File: src/rtl/calc_display_scan_if.sv
// Calculator-to-display bus: captured result fields in, scanned display pins out.
interface calc_display_scan_if;
  logic       load;
  logic [3:0] sign_code;
  logic [3:0] q;
  logic [1:0] sel;
  logic [3:0] an;
  logic [6:0] seg;
  logic       dp;

  modport master (
    output load, sign_code, q, sel,
    input  an, seg, dp
  );

  modport slave (
    input  load, sign_code, q, sel,
    output an, seg, dp
  );
endinterface

File: src/rtl/calc_display_scan.sv
// Four-digit multiplexed common-anode driver with frame-aligned double buffering.
// Optional blinking of invalid fields is enabled by defining CALC_DISP_BLINK_EN.
module calc_display_scan #(
  parameter int REFRESH_DIV  = 100000,
  parameter int BLINK_FRAMES = 125
) (
  input  logic                clk,
  input  logic                rst_n,
  calc_display_scan_if.slave  bus
);

  localparam int DIV_W = (REFRESH_DIV > 2) ? $clog2(REFRESH_DIV) : 1;
  localparam logic [DIV_W-1:0] DIV_LAST = DIV_W'(REFRESH_DIV - 1);

  localparam logic [6:0] SEG_A     = 7'b0001000;
  localparam logic [6:0] SEG_S     = 7'b0010010;
  localparam logic [6:0] SEG_N     = 7'b0101011;
  localparam logic [6:0] SEG_D     = 7'b0100001;
  localparam logic [6:0] SEG_E     = 7'b0000110;
  localparam logic [6:0] SEG_DASH  = 7'b0111111;
  localparam logic [6:0] SEG_BLANK = 7'b1111111;

  if (REFRESH_DIV < 2 || BLINK_FRAMES < 1) begin : g_bad_cfg
    $error("calc_display_scan: REFRESH_DIV must be >= 2 and BLINK_FRAMES >= 1");
  end

  typedef struct packed {
    logic [3:0] sign_code;
    logic [3:0] q;
    logic [1:0] sel;
  } result_t;

  function automatic logic [6:0] digit_seg(input logic [3:0] v);
    logic [6:0] s;
    case (v)
      4'd0:    s = 7'b1000000;
      4'd1:    s = 7'b1111001;
      4'd2:    s = 7'b0100100;
      4'd3:    s = 7'b0110000;
      4'd4:    s = 7'b0011001;
      4'd5:    s = 7'b0010010;
      4'd6:    s = 7'b0000010;
      4'd7:    s = 7'b1111000;
      4'd8:    s = 7'b0000000;
      4'd9:    s = 7'b0010000;
      default: s = SEG_E;
    endcase
    return s;
  endfunction

  logic [DIV_W-1:0] div_q, div_d;
  logic [1:0]       idx_q, idx_d;
  result_t          shadow_q, shadow_d;
  result_t          disp_q, disp_d;
  logic             pending_q, pending_d;
  logic             valid_q, valid_d;
  logic [3:0]       an_q, an_d;
  logic [6:0]       seg_q, seg_d;

  logic tick;
  logic frame_bnd;
  logic fields_bad;
  logic blink_blank;

  assign tick      = (div_q == DIV_LAST);
  assign frame_bnd = tick && (idx_q == 2'd3);

  // Scan divider, shadow capture and frame-aligned swap into the display register.
  always_comb begin
    div_d     = tick ? '0 : div_q + 1'b1;
    idx_d     = tick ? idx_q + 2'd1 : idx_q;
    shadow_d  = shadow_q;
    disp_d    = disp_q;
    pending_d = pending_q;
    valid_d   = valid_q;
    if (frame_bnd && pending_q) begin
      disp_d    = shadow_q;
      valid_d   = 1'b1;
      pending_d = 1'b0;
    end
    // A load on the swap edge wins over the clear, so the new value waits a frame.
    if (bus.load) begin
      shadow_d.sign_code = bus.sign_code;
      shadow_d.q         = bus.q;
      shadow_d.sel       = bus.sel;
      pending_d          = 1'b1;
    end
  end

  assign fields_bad = (disp_q.q > 4'd9) ||
                      !((disp_q.sign_code == 4'b1111) || (disp_q.sign_code == 4'b1110));

`ifdef CALC_DISP_BLINK_EN
  localparam int FR_W = (BLINK_FRAMES > 1) ? $clog2(BLINK_FRAMES) : 1;
  localparam logic [FR_W-1:0] FR_LAST = FR_W'(BLINK_FRAMES - 1);

  logic [FR_W-1:0] frame_cnt_q, frame_cnt_d;
  logic            phase_q, phase_d;

  always_comb begin
    frame_cnt_d = frame_cnt_q;
    phase_d     = phase_q;
    if (frame_bnd) begin
      if (frame_cnt_q == FR_LAST) begin
        frame_cnt_d = '0;
        phase_d     = ~phase_q;
      end else begin
        frame_cnt_d = frame_cnt_q + 1'b1;
      end
    end
  end

  always_ff @(posedge clk or negedge rst_n) begin
    if (!rst_n) begin
      frame_cnt_q <= '0;
      phase_q     <= 1'b0;
    end else begin
      frame_cnt_q <= frame_cnt_d;
      phase_q     <= phase_d;
    end
  end

  assign blink_blank = phase_q && fields_bad;
`else
  assign blink_blank = 1'b0;
`endif

  for (genvar gi = 0; gi < 4; gi++) begin : g_an
    assign an_d[gi] = (idx_q != 2'(gi));
  end

  // Glyph for the digit currently selected; registered so outputs follow idx by one edge.
  always_comb begin
    seg_d = SEG_BLANK;
    case (idx_q)
      2'd3: begin
        case (disp_q.sel)
          2'b00:   seg_d = SEG_A;
          2'b01:   seg_d = SEG_S;
          2'b10:   seg_d = SEG_N;
          default: seg_d = SEG_D;
        endcase
      end
      2'd2: seg_d = SEG_BLANK;
      2'd1: begin
        if (disp_q.sign_code == 4'b1111)      seg_d = SEG_DASH;
        else if (disp_q.sign_code == 4'b1110) seg_d = SEG_BLANK;
        else                                  seg_d = SEG_E;
      end
      default: seg_d = digit_seg(disp_q.q);
    endcase
    if (blink_blank && !idx_q[1]) begin
      seg_d = SEG_BLANK;
    end
    if (!valid_q) begin
      seg_d = SEG_DASH;
    end
  end

  always_ff @(posedge clk or negedge rst_n) begin
    if (!rst_n) begin
      div_q     <= '0;
      idx_q     <= 2'd0;
      shadow_q  <= '0;
      disp_q    <= '0;
      pending_q <= 1'b0;
      valid_q   <= 1'b0;
      an_q      <= 4'b1111;
      seg_q     <= SEG_BLANK;
    end else begin
      div_q     <= div_d;
      idx_q     <= idx_d;
      shadow_q  <= shadow_d;
      disp_q    <= disp_d;
      pending_q <= pending_d;
      valid_q   <= valid_d;
      an_q      <= an_d;
      seg_q     <= seg_d;
    end
  end

  assign bus.an  = an_q;
  assign bus.seg = seg_q;
  assign bus.dp  = 1'b1;

endmodule

File: src/flat_wrapper.sv
// flat-port wrapper written by rule: the top's interface ports become plain ports
module calc_display_scan_flat 
#(
  parameter int REFRESH_DIV  = 100000,
  parameter int BLINK_FRAMES = 125
)
  (clk, rst_n, bus_load, bus_sign_code, bus_q, bus_sel, bus_an, bus_seg, bus_dp);
  calc_display_scan_if bus_i ();
  input  logic clk;
  input  logic rst_n;
  input wire logic [$bits(bus_i.load)-1:0] bus_load;
  input wire logic [$bits(bus_i.sign_code)-1:0] bus_sign_code;
  input wire logic [$bits(bus_i.q)-1:0] bus_q;
  input wire logic [$bits(bus_i.sel)-1:0] bus_sel;
  output wire logic [$bits(bus_i.an)-1:0] bus_an;
  output wire logic [$bits(bus_i.seg)-1:0] bus_seg;
  output wire logic [$bits(bus_i.dp)-1:0] bus_dp;
  assign bus_i.load = bus_load;
  assign bus_i.sign_code = bus_sign_code;
  assign bus_i.q = bus_q;
  assign bus_i.sel = bus_sel;
  assign bus_an = bus_i.an;
  assign bus_seg = bus_i.seg;
  assign bus_dp = bus_i.dp;
  calc_display_scan #(.REFRESH_DIV(REFRESH_DIV), .BLINK_FRAMES(BLINK_FRAMES)) u_core (.clk(clk), .rst_n(rst_n), .bus(bus_i));
endmodule
File: config.mk
export PLATFORM = sky130hd
export DESIGN_NAME = calc_display_scan_flat
export DESIGN_NICKNAME = d
export VERILOG_FILES = /design/src/rtl/calc_display_scan_if.sv /design/src/rtl/calc_display_scan.sv /design/src/flat_wrapper.sv
export SDC_FILE = /design/constraint.sdc
export NUM_CORES = 1
export LEC_CHECK = 0
export BUFFER_PORTS_ARGS = -buffer_cell sky130_fd_sc_hd__buf_4
export CORE_ASPECT_RATIO = 0.9
export CORE_MARGIN = 2
export CORE_UTILIZATION = 40
export DETAILED_ROUTE_END_ITERATION = 12
export HOLD_SLACK_MARGIN = 0.08
export PLACE_DENSITY = 0.69
export SYNTH_ARGS = -nofsm -noshare
export SYNTH_HDL_FRONTEND = slang
export SYNTH_SLANG_ARGS = --single-unit
File: constraint.sdc
create_clock -name clk -period 3.4 [get_ports clk]
set_input_delay 0.68 -clock clk [delete_from_list [all_inputs] [get_ports clk]]
set_output_delay 0.68 -clock clk [all_outputs]
set_load 0.005 [all_outputs]
==> impl.org, run 1 <==
** Floorplanning
- Area enclosed by the die boundary :: 0.00685 sq mm
- Row generation in the floorplan step produced 27 rows.
- The initial utilization of the core area, before any placement, comes to 0.410.
- During I/O placement, the number of pins put on the boundary was 25.
- Floorplan Core Area :: 0.00605 sq mm
- Measured along the x axis, the die boundary spans 87.0 um.
- From bottom edge to top edge, the die measures 78.7 um.

** Synth
- Ranked by total cell area, the synthesized netlist is headed by dfrtp_1, dfstp_2, ha_1.
- The synthesized netlist contains 42 unique library cells.
- Of the total synthesized cell area, the portion taken by full adders, half adders and majority gates is 0.0757.
- The mapped netlist covers 0.00248 sq mm.
- Main flop type after synthesis :: dfrtp_1
- The portion of synthesized area spent on multiplexers is 0.113.
- Synthesized flop and latch total :: 52
- Averaged over all synthesized cells, the footprint is 11.9 sq um.
- Post-Synthesis Cells :: 208
- Of the total synthesized cell area, the portion taken by AND, OR, NAND and NOR gates is 0.133.
- By area, the combinational part of the netlist is dominated by simple AND/OR/NAND/NOR gates.
- EDFF count, synth :: 0
- Yosys synthesis warning count :: 0
- Of all flip-flops after synthesis, the portion carrying an async set or reset was 1.00.
- XOR/XNOR share of the synthesized area :: 0.0494
- Compound-Gate Fraction of Synth Area :: 0.0631
- Synth top area share :: 0.414
- Area leader, netlist :: dfrtp_1
- Synthesis produced a netlist with a net count of 236.
- Fraction of the yosys area taken by sequential cells :: 0.530

** Detailed routing
- Vias :: 1527
- For this run, design rule violations remaining after detail routing come to 0.
- Avg WL per Cell :: 13.1 um
- Detail-routed via count per cell :: 5.01
- Pre-antenna DRT Iters :: 4
- In this run the remaining antenna-violating nets after routing total 0.
- The detailed router finished its first iteration with 75 violations.
- Wire length reported by the detailed router :: 4.00 mm

** Timing
- Transition time at the pin with the least slew margin :: 672 ps
- Total negative slack :: 0 ps
- Max Clock Skew :: 12.1 ps
- Setup repair after global routing missed its margin :: no
- Max Clock Freq :: 442 MHz
- The number of hold violations in the final report is 0.
- Final critical-path required period :: 2260 ps
- Final setup violation count :: 0
- Share of the cycle needed by the critical path after routing :: 0.665
- Relative slew margins :: 0.551
- The max-slew violation total from the final report is 0.

** Final layout
- Relative to the synthesized area, the layout overhead comes to 12.9%.
- The library cell used most frequently in the layout, excluding fill and tap cells, is dfrtp_1.
- Most frequent cells in the layout :: dfrtp_1, buf_4, ha_1
- After the last flow step, the layout net total stands at 260.
- The number of antenna diodes in the final layout is 0.
- Fraction of final layout cells sized beyond drive strength 1 :: 0.288
- Counting the fill cells in the layout gives 551.
- Utilization after layout :: 0.463

** Worst hold path
- The path class of the tightest hold or removal check is input port to async pin.

** CTS
- The clock drives 52 sinks.
- Largest buffer count on any clock path :: 2
- TritonCTS clock tree :: yes
- The clock tree synthesis step divided the H-tree into 2 levels.
- Skew-Pair Late Insertion Delay :: 310 ps
- Buffers inserted to repair hold after CTS numbered 0.
- Gates resized during post-CTS repair numbered 0.
- Root Buffer :: clkbuf_8
- TritonCTS created 5 clock buffers.
- Post-CTS setup buffer count :: 0
- After clock tree synthesis, the clock-pin slew on the worst setup and hold paths is 100 ps.

** Critical path
- The largest single stage delay on the critical path is 600 ps.
- Cell Chain, Critical Path :: ha_1, nor4b_1, nand3_2, nor3_4, mux2_2
- For the worst setup path, the data required time is 3590 ps.
- Arrival time reported for the critical path endpoint :: 2460 ps
- The critical path in this run is classified as flop to flop.
- Endpoint kind of the worst setup timing path :: flop
- Buffer and inverter count on the worst path :: 0
- Critical path peak fanout :: 11
- Kind of cell adding the most delay to the critical path :: simple AND/OR/NAND/NOR gates
- Cell with the largest stage delay on the worst path :: nor3_4
- Kind of start point of the critical path :: flop

** Global route
- Wire length of the first global-routing pass :: 7.00 mm
- For this run the aggregate overflow at the end of global routing stands at 0.
- In the global route stage, overall resource usage came out at 0.129.
- Antenna violations before repair :: 0
- Entering global routing, the biggest net connects 53 pins.
- Via count of the first global-routing pass :: 1450

** Power
- Design Power :: 0.00102 W
- Power Density :: 366 mW/mm^2
- Max IR drop VDD :: 0.162 mV
- In this run the static leakage power is 1.26 nW.

** Placement
- HPWL after detailed placement :: 2.83 mm
- Global placer's final weighted congestion :: 0.915
- During placement, the flow inserted port buffers numbering 23.

** Run
- Max cap viols :: 0

** Status
- The flow ran to the end, and the final reports show no timing, DRC or antenna violations.
-- cells in the mapped netlist, drive strengths merged (2+ instances only) --
cell,number
dfrtp,41
mux2,21
ha,15
nand2,13
inv,12
nor2,12
dfstp,11
o21ai,10
xor2,10
nand3,9
a21oi,5
nand2b,5
and3,4
clkbuf,4
nand4,4
xnor2,4
buf,3
nor2b,3
nor3,3
o31ai,3
or4,2
-- report_power, final --
group	internal, W	switching (W)	total [W]
Combinational	0.0000196	0.0000177	0.0000373
Sequential	0.000631	0.00000663	0.000637
Clock	0.000147	0.000203	0.000349
-- through the flow --
stage,instance area (sq um),std cells,hold slack [ps],worst slack (ps)
after floorplan,2480,208,384,1560
after global placement,2710,297,456,1210
after detailed placement,2710,297,464,1160
after CTS,2800,305,411,1140
after global routing,2800,305,437,960
final,2800,305,384,1140
-- final cells by class --
cell class                      instances  area (sq um)  area share
Clock buffer                            6          72.6      0.0259
Tap cell                               72          90.1      0.0322
Clock inverter                          2          16.3     0.00581
Sequential cell                        52          1320       0.470
Multi-Input combinational cell        137          1080       0.386
Timing Repair Buffer                   24           180      0.0644
Inverter                               12          45.0      0.0161
-- worst register-to-register path: cells and delay by family (launching register included) --
kind | cells | cell delay [ps]
mux | 1 | 400
flops | 1 | 410
simple gates | 3 | 1090
fa+ha+maj | 1 | 240
-- registers in the layout, summed over array words and instances (netlist names) --
name and count:
u_core.div_q 17, u_core.disp_q 10, u_core.shadow_q 10, u_core.bus.seg 7, u_core.bus.an 4, u_core.idx_q 2, u_core.pending_q 1, u_core.valid_q 1
-- final timing paths --
check	start	end	slack, ps	cells after the start
min in group clk	u_core.div_q[4]	u_core.div_q[4]	480	1
hold reg to reg	u_core.div_q[4]	u_core.div_q[4]	480	1
max in group asynchronous	rst_n	u_core.shadow_q[2]	2590	1
setup / recovery	u_core.div_q[0]	u_core.disp_q[6]	1140	5
setup reg to reg	u_core.div_q[0]	u_core.disp_q[6]	1140	5
hold / removal	rst_n	u_core.div_q[1]	380	1
-- routing by layer --
| layer | part of all wire | GRT usage | up-vias |
|---|---|---|---|
| met1 | 0.54 | 0.201 | 737 |
| met4 | 0.013 | 0.0391 | 0 |
| met3 | 0.042 | 0.0343 | 5 |
| met5 | 0 | 0 | - |
| met2 | 0.40 | 0.174 | 33 |
| li1 | - | - | 752 |
-- cell families (layout without fill, tap and decap cells) --
logic type,after synthesis,in the layout
xor gates and xnor gates,14,14
other,1,1
buffers and inverters,19,44
DFF,52,52
adders and majority gates,15,15
and+or+nand+nor,60,60
AOI/OAI and AO/OA,25,25
muxes,22,22
Note: power is estimated with default switching activity, not from simulation.
==> run 2, diff against run 1 <==
==> constraint.sdc (replaced) <==
create_clock -name clk -period 2.23 [get_ports clk]
set_input_delay 0.446 -clock clk [delete_from_list [all_inputs] [get_ports clk]]
set_output_delay 0.446 -clock clk [all_outputs]
set_load 0.005 [all_outputs]
==> impl.org, run 2 (synthesis results as in run 1) <==
** Global route
- Maximum number of pins on one net before global-route repair :: 53 (unchanged)
- Met3 demand-to-capacity share in global routing :: 0.0374 (+0.00312)
- The met2 layer usage reported by global route came to 0.189 (+0.0153).
- Overall Global Routing Usage :: 0.136 (+0.00708)
- Wire length of the first global-routing pass :: 7.40 mm (+5.8%)
- Total grt overflow :: 0 (unchanged)
- Antenna violations before repair :: 0 (unchanged)
- GRT busiest layer :: met1
- The number of global-route vias before repair was 1539 (+6.1%).
- Met1 usage :: 0.209 (+0.00769)

** Floorplanning
- Die Ht :: 78.7 um (unchanged)
- Top Ports :: 25 (unchanged)
- Area enclosed by the die boundary :: 0.00685 sq mm (unchanged)
- Number of cell rows :: 27 (unchanged)
- Floorplan Core Area :: 0.00605 sq mm (unchanged)
- Initial Utilization :: 0.410 (unchanged)
- The x dimension of the die was 87.0 um (unchanged).

** Placement
- Global placer's final weighted congestion :: 0.851 (-7.0%)
- The worst slack at placement was 240 ps (-922 ps).
- The half-perimeter wire length after placement was 2.97 mm (+4.9%).
- PortBufs :: 23 (unchanged)

** CTS
- The H-tree depth reported by CTS came to 2 (unchanged).
- Largest buffer count on any clock path :: 2 (unchanged)
- Post_cts resized :: 0 (unchanged)
- Cts hold-fix bufs :: 0 (unchanged)
- Skew-Pair Late Insertion Delay :: 300 ps (about the same)
- CTS Buf Count :: 5 (unchanged)
- Clock transition time at the flip-flop clock pins of the worst setup and hold paths :: 90 ps (about the same)
- Root Buffer :: clkbuf_8
- Clk sinks :: 52 (unchanged)
- TritonCTS clock tree :: yes
- The post-CTS setup buffer count was 0 (unchanged).

** Timing
- The maximum achievable frequency was 506 MHz (+14%).
- Worst-case setup margin in the final layout :: 252 ps (-886 ps)
- Final critical-path required period :: 1980 ps (-284 ps)
- Max Clock Skew :: 5.71 ps (-6.43 ps)
- The fraction of the cycle the final worst path needs was 0.887 (+0.222).
- The number of hold violations in the final report was 0 (unchanged).
- Number of max-slew violations in the final report :: 0 (unchanged)
- Setup repair after global routing missed its margin :: no
- The worst slew margin relative to its limit is 0.581 (+0.0307).
- Transition time at the pin with the least slew margin :: 628 ps (-43.9 ps)
- Total negative slack :: 0 ps (unchanged)
- The final count of negative-setup-slack endpoints came to 0 (unchanged).

** Power
- Max IR drop VDD :: 0.317 mV (+97%)
- Power Density :: 580 mW/mm^2 (+59%)
- Reported leakage power :: 1.28 nW (+1.7%)

** Final layout
- Most frequent cells in the layout :: dfrtp_1, buf_4, ha_1
- Net total in the final layout :: 261 (+0.38%)
- The number of inserted filler cells in the final layout came to 538 (-2.4%).
- The flip-flop count of the largest register, all copies and words added was 17 (unchanged).
- From synthesis to final layout, the design area changed by 14.4%.
- The number of inserted diodes came to 0 (unchanged).
- Leaving out fill and tap cells, the most frequent cell in the layout is dfrtp_1.
- Top register by number of flip-flops :: u_core.div_q
- Largest regs :: u_core.div_q x17, u_core.disp_q x10, u_core.shadow_q x10
- Fraction of final layout cells sized beyond drive strength 1 :: 0.291 (+0.00304)

** Detailed routing
- The number of nets still failing antenna checks after routing was 0 (unchanged).
- The remaining routing DRC violations was 0 (unchanged).
- The number of violations reported at the end of detailed-routing iteration 0 came to 86 (+15%).
- The wire length per cell after detailed routing was 13.3 um (+1.5%).
- The per-cell via count in the routed design was 4.99 (-0.33%).
- The total via count after detailed routing is 1527 (unchanged).
- Wire length reported by the detailed router :: 4.07 mm (+1.8%)
- The first-pass detailed-route iteration total came to 4 (unchanged).

** Critical path
- CP required :: 2410 ps (-1180 ps)
- The worst setup path is of the flop to flop kind.
- STA classifies the critical path endpoint as a flop.
- Critical path peak fanout :: 11 (unchanged)
- Arrival time reported for the critical path endpoint :: 2160 ps (-300 ps)
- Kind of start point of the critical path :: flop
- Setup slack on the worst flop-to-flop path :: 250 ps (-890 ps)

** Status
- The flow ran to the end, and the final reports show no timing, DRC or antenna violations.

** Worst hold path
- In this run the worst hold path is classified as input port to async pin.

** Run
- The max-cap check violation count was 0 (unchanged).
-- run 2: stage by stage --
stage	instance area, sq um	instances	hold WS [ps]	util	power, W
floorplan	2480	208	150	-	0.00101
global placement	2730	298	456	0.451	0.00105
detailed placement	2730	298	465	0.451	0.00105
CTS	2840	306	183	0.469	0.00168
global route	2840	306	206	0.469	0.00172
finish	2840	306	163	0.469	0.00165
-- run 2: worst paths after layout --
kind,start,endpoint,cells after the start
min in group clk,bus_q[2],u_core.shadow_q[4],2
worst min register to register,u_core.div_q[4],u_core.div_q[4],1
max in group asynchronous,rst_n,u_core.shadow_q[1],1
worst max-delay path,u_core.div_q[0],u_core.disp_q[6],6
worst max register to register,u_core.div_q[0],u_core.disp_q[6],6
worst min-delay path,rst_n,u_core.div_q[4],1
-- run 2: area by class of cell --
type	instances	area, sq um	area share
Tap cell	72	90.1	0.0317
Inverter	12	45.0	0.0159
Sequential cell	52	1320	0.463
Multi-Input combinational cell	137	1080	0.381
Clock buffer	6	72.6	0.0256
Timing Repair Buffer	25	200	0.0705
Clock inverter	2	35.0	0.0123
-- run 2: metal layers --
layer	part of all wire	vias to the layer above	routed length, um
met1	0.52	736	2120
met5	0	-	0
met2	0.42	29	1720
met3	0.040	7	164
li1	-	755	-
met4	0.015	0	61
-- run 2: worst max-delay path, stage by stage (launching register included) --
cell	delay [ps]
dfrtp_1	420
ha_1	250
nor4b_1	310
nand3_2	170
nor3_4	220
buf_12	170
mux2_2	330
-- run 2: report_power, final --
part           total (W)  switching (W)  internal (W)
Combinational  0.0000566      0.0000267     0.0000299
Clock           0.000618       0.000285      0.000333
Sequential      0.000972      0.0000108      0.000961
==> run 3, diff against run 2 <==
--- a/config.mk
+++ b/config.mk
@@ -5,13 +5,14 @@
 export SDC_FILE = /design/constraint.sdc
 export NUM_CORES = 1
 export LEC_CHECK = 0
+export ABC_CLOCK_PERIOD_IN_PS = 1700
 export BUFFER_PORTS_ARGS = -buffer_cell sky130_fd_sc_hd__buf_4
 export CORE_ASPECT_RATIO = 0.9
 export CORE_MARGIN = 2
 export CORE_UTILIZATION = 40
 export DETAILED_ROUTE_END_ITERATION = 12
 export HOLD_SLACK_MARGIN = 0.08
-export PLACE_DENSITY = 0.69
+export PLACE_DENSITY = 0.71
 export SYNTH_ARGS = -nofsm -noshare
 export SYNTH_HDL_FRONTEND = slang
 export SYNTH_SLANG_ARGS = --single-unit
==> constraint.sdc (replaced) <==
create_clock -name clk -period 1.7 [get_ports clk]
set_input_delay 0.17 -clock clk [delete_from_list [all_inputs] [get_ports clk]]
set_output_delay 0.17 -clock clk [all_outputs]
set_load 0.005 [all_outputs]
==> impl.org, run 3 (synthesis results as in run 1) <==
** Status
- Outcome :: complete, but fails checks
- Violated checks :: negative setup slack

** Detailed routing
- The remaining routing DRC violations came to 0 (unchanged).
- Vias :: 1670 (+9.4%)
- Post-route antenna net violation count :: 0 (unchanged)
- The wire length per cell after detailed routing came to 13.7 um (+3.2%).
- The first-pass detailed-route iteration total was 4 (unchanged).
- The per-cell via count in the routed design was 5.03 (+0.80%).
- DRC violation total after the first TritonRoute iteration :: 78 (-9.3%)
- The total wirelength of the detailed-routed design came to 4.56 mm (+12%).

** Floorplanning
- Floorplan Core Area :: 0.00605 sq mm (unchanged)
- Die X :: 87.0 um (unchanged)
- Top Ports :: 25 (unchanged)
- Number of cell rows :: 27 (unchanged)
- The initial core utilization was 0.410 (unchanged).
- Area enclosed by the die boundary :: 0.00685 sq mm (unchanged)
- The die height was 78.7 um (unchanged).

** Timing
- Final setup violation count :: 10 (+10)
- The post-route clock skew came to 8.48 ps (+2.77 ps).
- Relative slew margins :: 0.577 (-0.00390)
- Share of the cycle needed by the critical path after routing :: 1.05 (+0.165)
- Max Clock Freq :: 559 MHz (+11%)
- Worst-case setup margin in the final layout :: -89.1 ps (-341 ps)
- The sum of negative setup slack was -829 ps (-829 ps).
- The max-slew violation total from the final report came to 0 (unchanged).
- Transition time at the pin with the least slew margin :: 634 ps (+5.84 ps)
- Setup repair after global routing could not meet its margin everywhere.
- Hold violation total from the final report :: 0 (unchanged)
- The minimum period implied by the final worst setup slack came to 1790 ps (-189 ps).

** CTS
- Largest buffer count on any clock path :: 2 (unchanged)
- The number of clock sinks came to 52 (unchanged).
- The H-tree depth reported by CTS was 2 (unchanged).
- The clock transition at the registers of the reported paths was 100 ps (about the same).
- Skew-Pair Late Insertion Delay :: 310 ps (about the same)
- In this run the clock root is driven by a clkbuf_8.
- Post-CTS setup buffer count :: 0 (unchanged)
- CTS Buf Count :: 5 (unchanged)
- TritonCTS built the clock tree.

** Critical path
- The largest driver fanout on the critical path is 11 (unchanged).
- The endpoint identified for the worst register-to-register timing path is u_core.disp_q[7].
- The worst setup path is of the flop to flop kind.
- Arrival time reported for the critical path endpoint :: 1990 ps (-170 ps)
- The worst setup path is captured at a flop.
- Setup slack on the worst flop-to-flop path :: -90 ps (-340 ps)
- Kind of start point of the critical path :: flop
- The data required time of the worst path was 1900 ps (-510 ps).
- Depth of the most critical reg-to-reg path :: 5 (-1)
- In this run the critical register-to-register path is launched from u_core.div_q[15].

** Final layout
- The utilization of the core after routing came to 0.506 (+0.0370).
- Fill cell instance count of the final layout :: 521 (-3.2%)
- The library cells used most frequently in the layout, excluding fill and tap cells, are buf_4, dfrtp_1, ha_1, inv_1, nor2_1.
- The final net count was 287 (+10%).
- Counting flops per register, the top entry is u_core.div_q.
- Diode insertion count for antenna repair :: 0 (unchanged)
- Area taken by flip-flops and latches :: 0.00132 sq mm (unchanged)
- The flip-flop count of the largest register, all copies and words added came to 17 (unchanged).
- Largest regs :: u_core.div_q x17, u_core.disp_q x10, u_core.shadow_q x10
- The proportion of layout cells with a drive suffix above 1 is 0.342 (+0.0517).
- The area used by multi-input combinational logic was 0.00110 sq mm (+2.2%).
- Synth-to-Final Area Change :: 23.5%

** Placement
- The final weighted congestion of routability-driven global placement came to 0.759 (-11%).
- HPWL after detailed placement :: 3.25 mm (+9.5%)
- PortBufs :: 23 (unchanged)

** Global route
- Maximum number of pins on one net before global-route repair :: 53 (unchanged)
- The overflow left after global routing is 0 (unchanged).
- The total routing resource utilization after global routing was 0.145 (+0.00915).
- Wire length of the first global-routing pass :: 7.74 mm (+4.6%)
- The number of global-route vias before repair is 1601 (+4.0%).
- The number of antenna violations at the first check in global routing came to 0 (unchanged).

** Worst hold path
- The startpoint identified for the worst hold timing path is bus_q[0].
- For hold timing, the worst endpoint is u_core.shadow_q[2].
- The worst hold path was traced through 2 stages.
- Type of the most critical hold path :: input port to flop

** Power
- The leakage power summed over all cells is 1.40 nW (+9.0%).
- Power Density :: 682 mW/mm^2 (+17%)
- Max IR drop VDD :: 0.384 mV (+21%)

** Run
- The max-cap check violation count was 0 (unchanged).
[run 3: changes by cell type in the layout (fill, tap and decap cells not counted), sizes merged]
cell	delta
inv	+1
dlygate4sd3	+9
clkbuf	-1
bufinv	-1
buf	+17
clkinvlp	+1
[run 3: where the power goes]
| part | internal [W] | total [W] | switching (W) |
|---|---|---|---|
| combinational | 0.0000527 | 0.0000909 | 0.0000382 |
| sequential | 0.00126 | 0.00127 | 0.0000134 |
| clock | 0.000293 | 0.000721 | 0.000428 |
[run 3: layer usage]
metal  vias to the layer above  track usage  wire (um)
li1                        804            -          -
met1                       801        0.212       2220
met2                        49        0.202       2020
met3                        16       0.0353        186
met4                         0       0.0688        136
met5                         -            0          0
[run 3: what timing repair did]
item,4_1_cts,5_1_grt
hold buffers,3,6
cloned,0,0
resized for setup,1,1
endpoints found under the hold margin,43,6
endpoints found under the setup margin,10,13
[run 3: area by class of cell]
class,count,area share
multi-input combinational,137,0.360
clock inverter,3,0.00695
tap,72,0.0294
timing repair buffer,51,0.136
inverter,12,0.0147
sequential,52,0.430
clock buffer,5,0.0225
[run 3: critical path: stages, from the launching register on]
cell and delay (ps):
dfrtp_1 390, nand2_2 80, or4b_4 560, nor3_4 170
buf_12 170, mux2_4 300
[run 3: how the worst max path moves through the flow]
stage	start	end	slack [ps]	cells past startpoint
5_1_grt	u_core.div_q[15]	u_core.disp_q[7]	-150	5
2_1_floorplan	u_core.div_q[9]	u_core.disp_q[0]	-10	5
6_report	u_core.div_q[15]	u_core.disp_q[7]	-90	5
3_5_place_dp	u_core.div_q[15]	u_core.disp_q[6]	-70	5
3_3_place_gp	u_core.div_q[15]	u_core.disp_q[6]	-8	5
4_1_cts	u_core.div_q[15]	u_core.disp_q[6]	-60	5
[run 3: per-stage QoR]
step           hold slack, ps  cell area (sq um)  setup slack, ps  instances  power (W)
2_1_floorplan            -126               2500            -9.85        208    0.00132
3_3_place_gp              237               2880            -7.94        315    0.00137
3_5_place_dp              241               2880            -66.6        315    0.00138
4_1_cts                  80.1               3000            -60.7        326    0.00209
5_1_grt                  81.5               3060             -149        332    0.00217
6_report                 86.9               3060            -89.1        332    0.00209
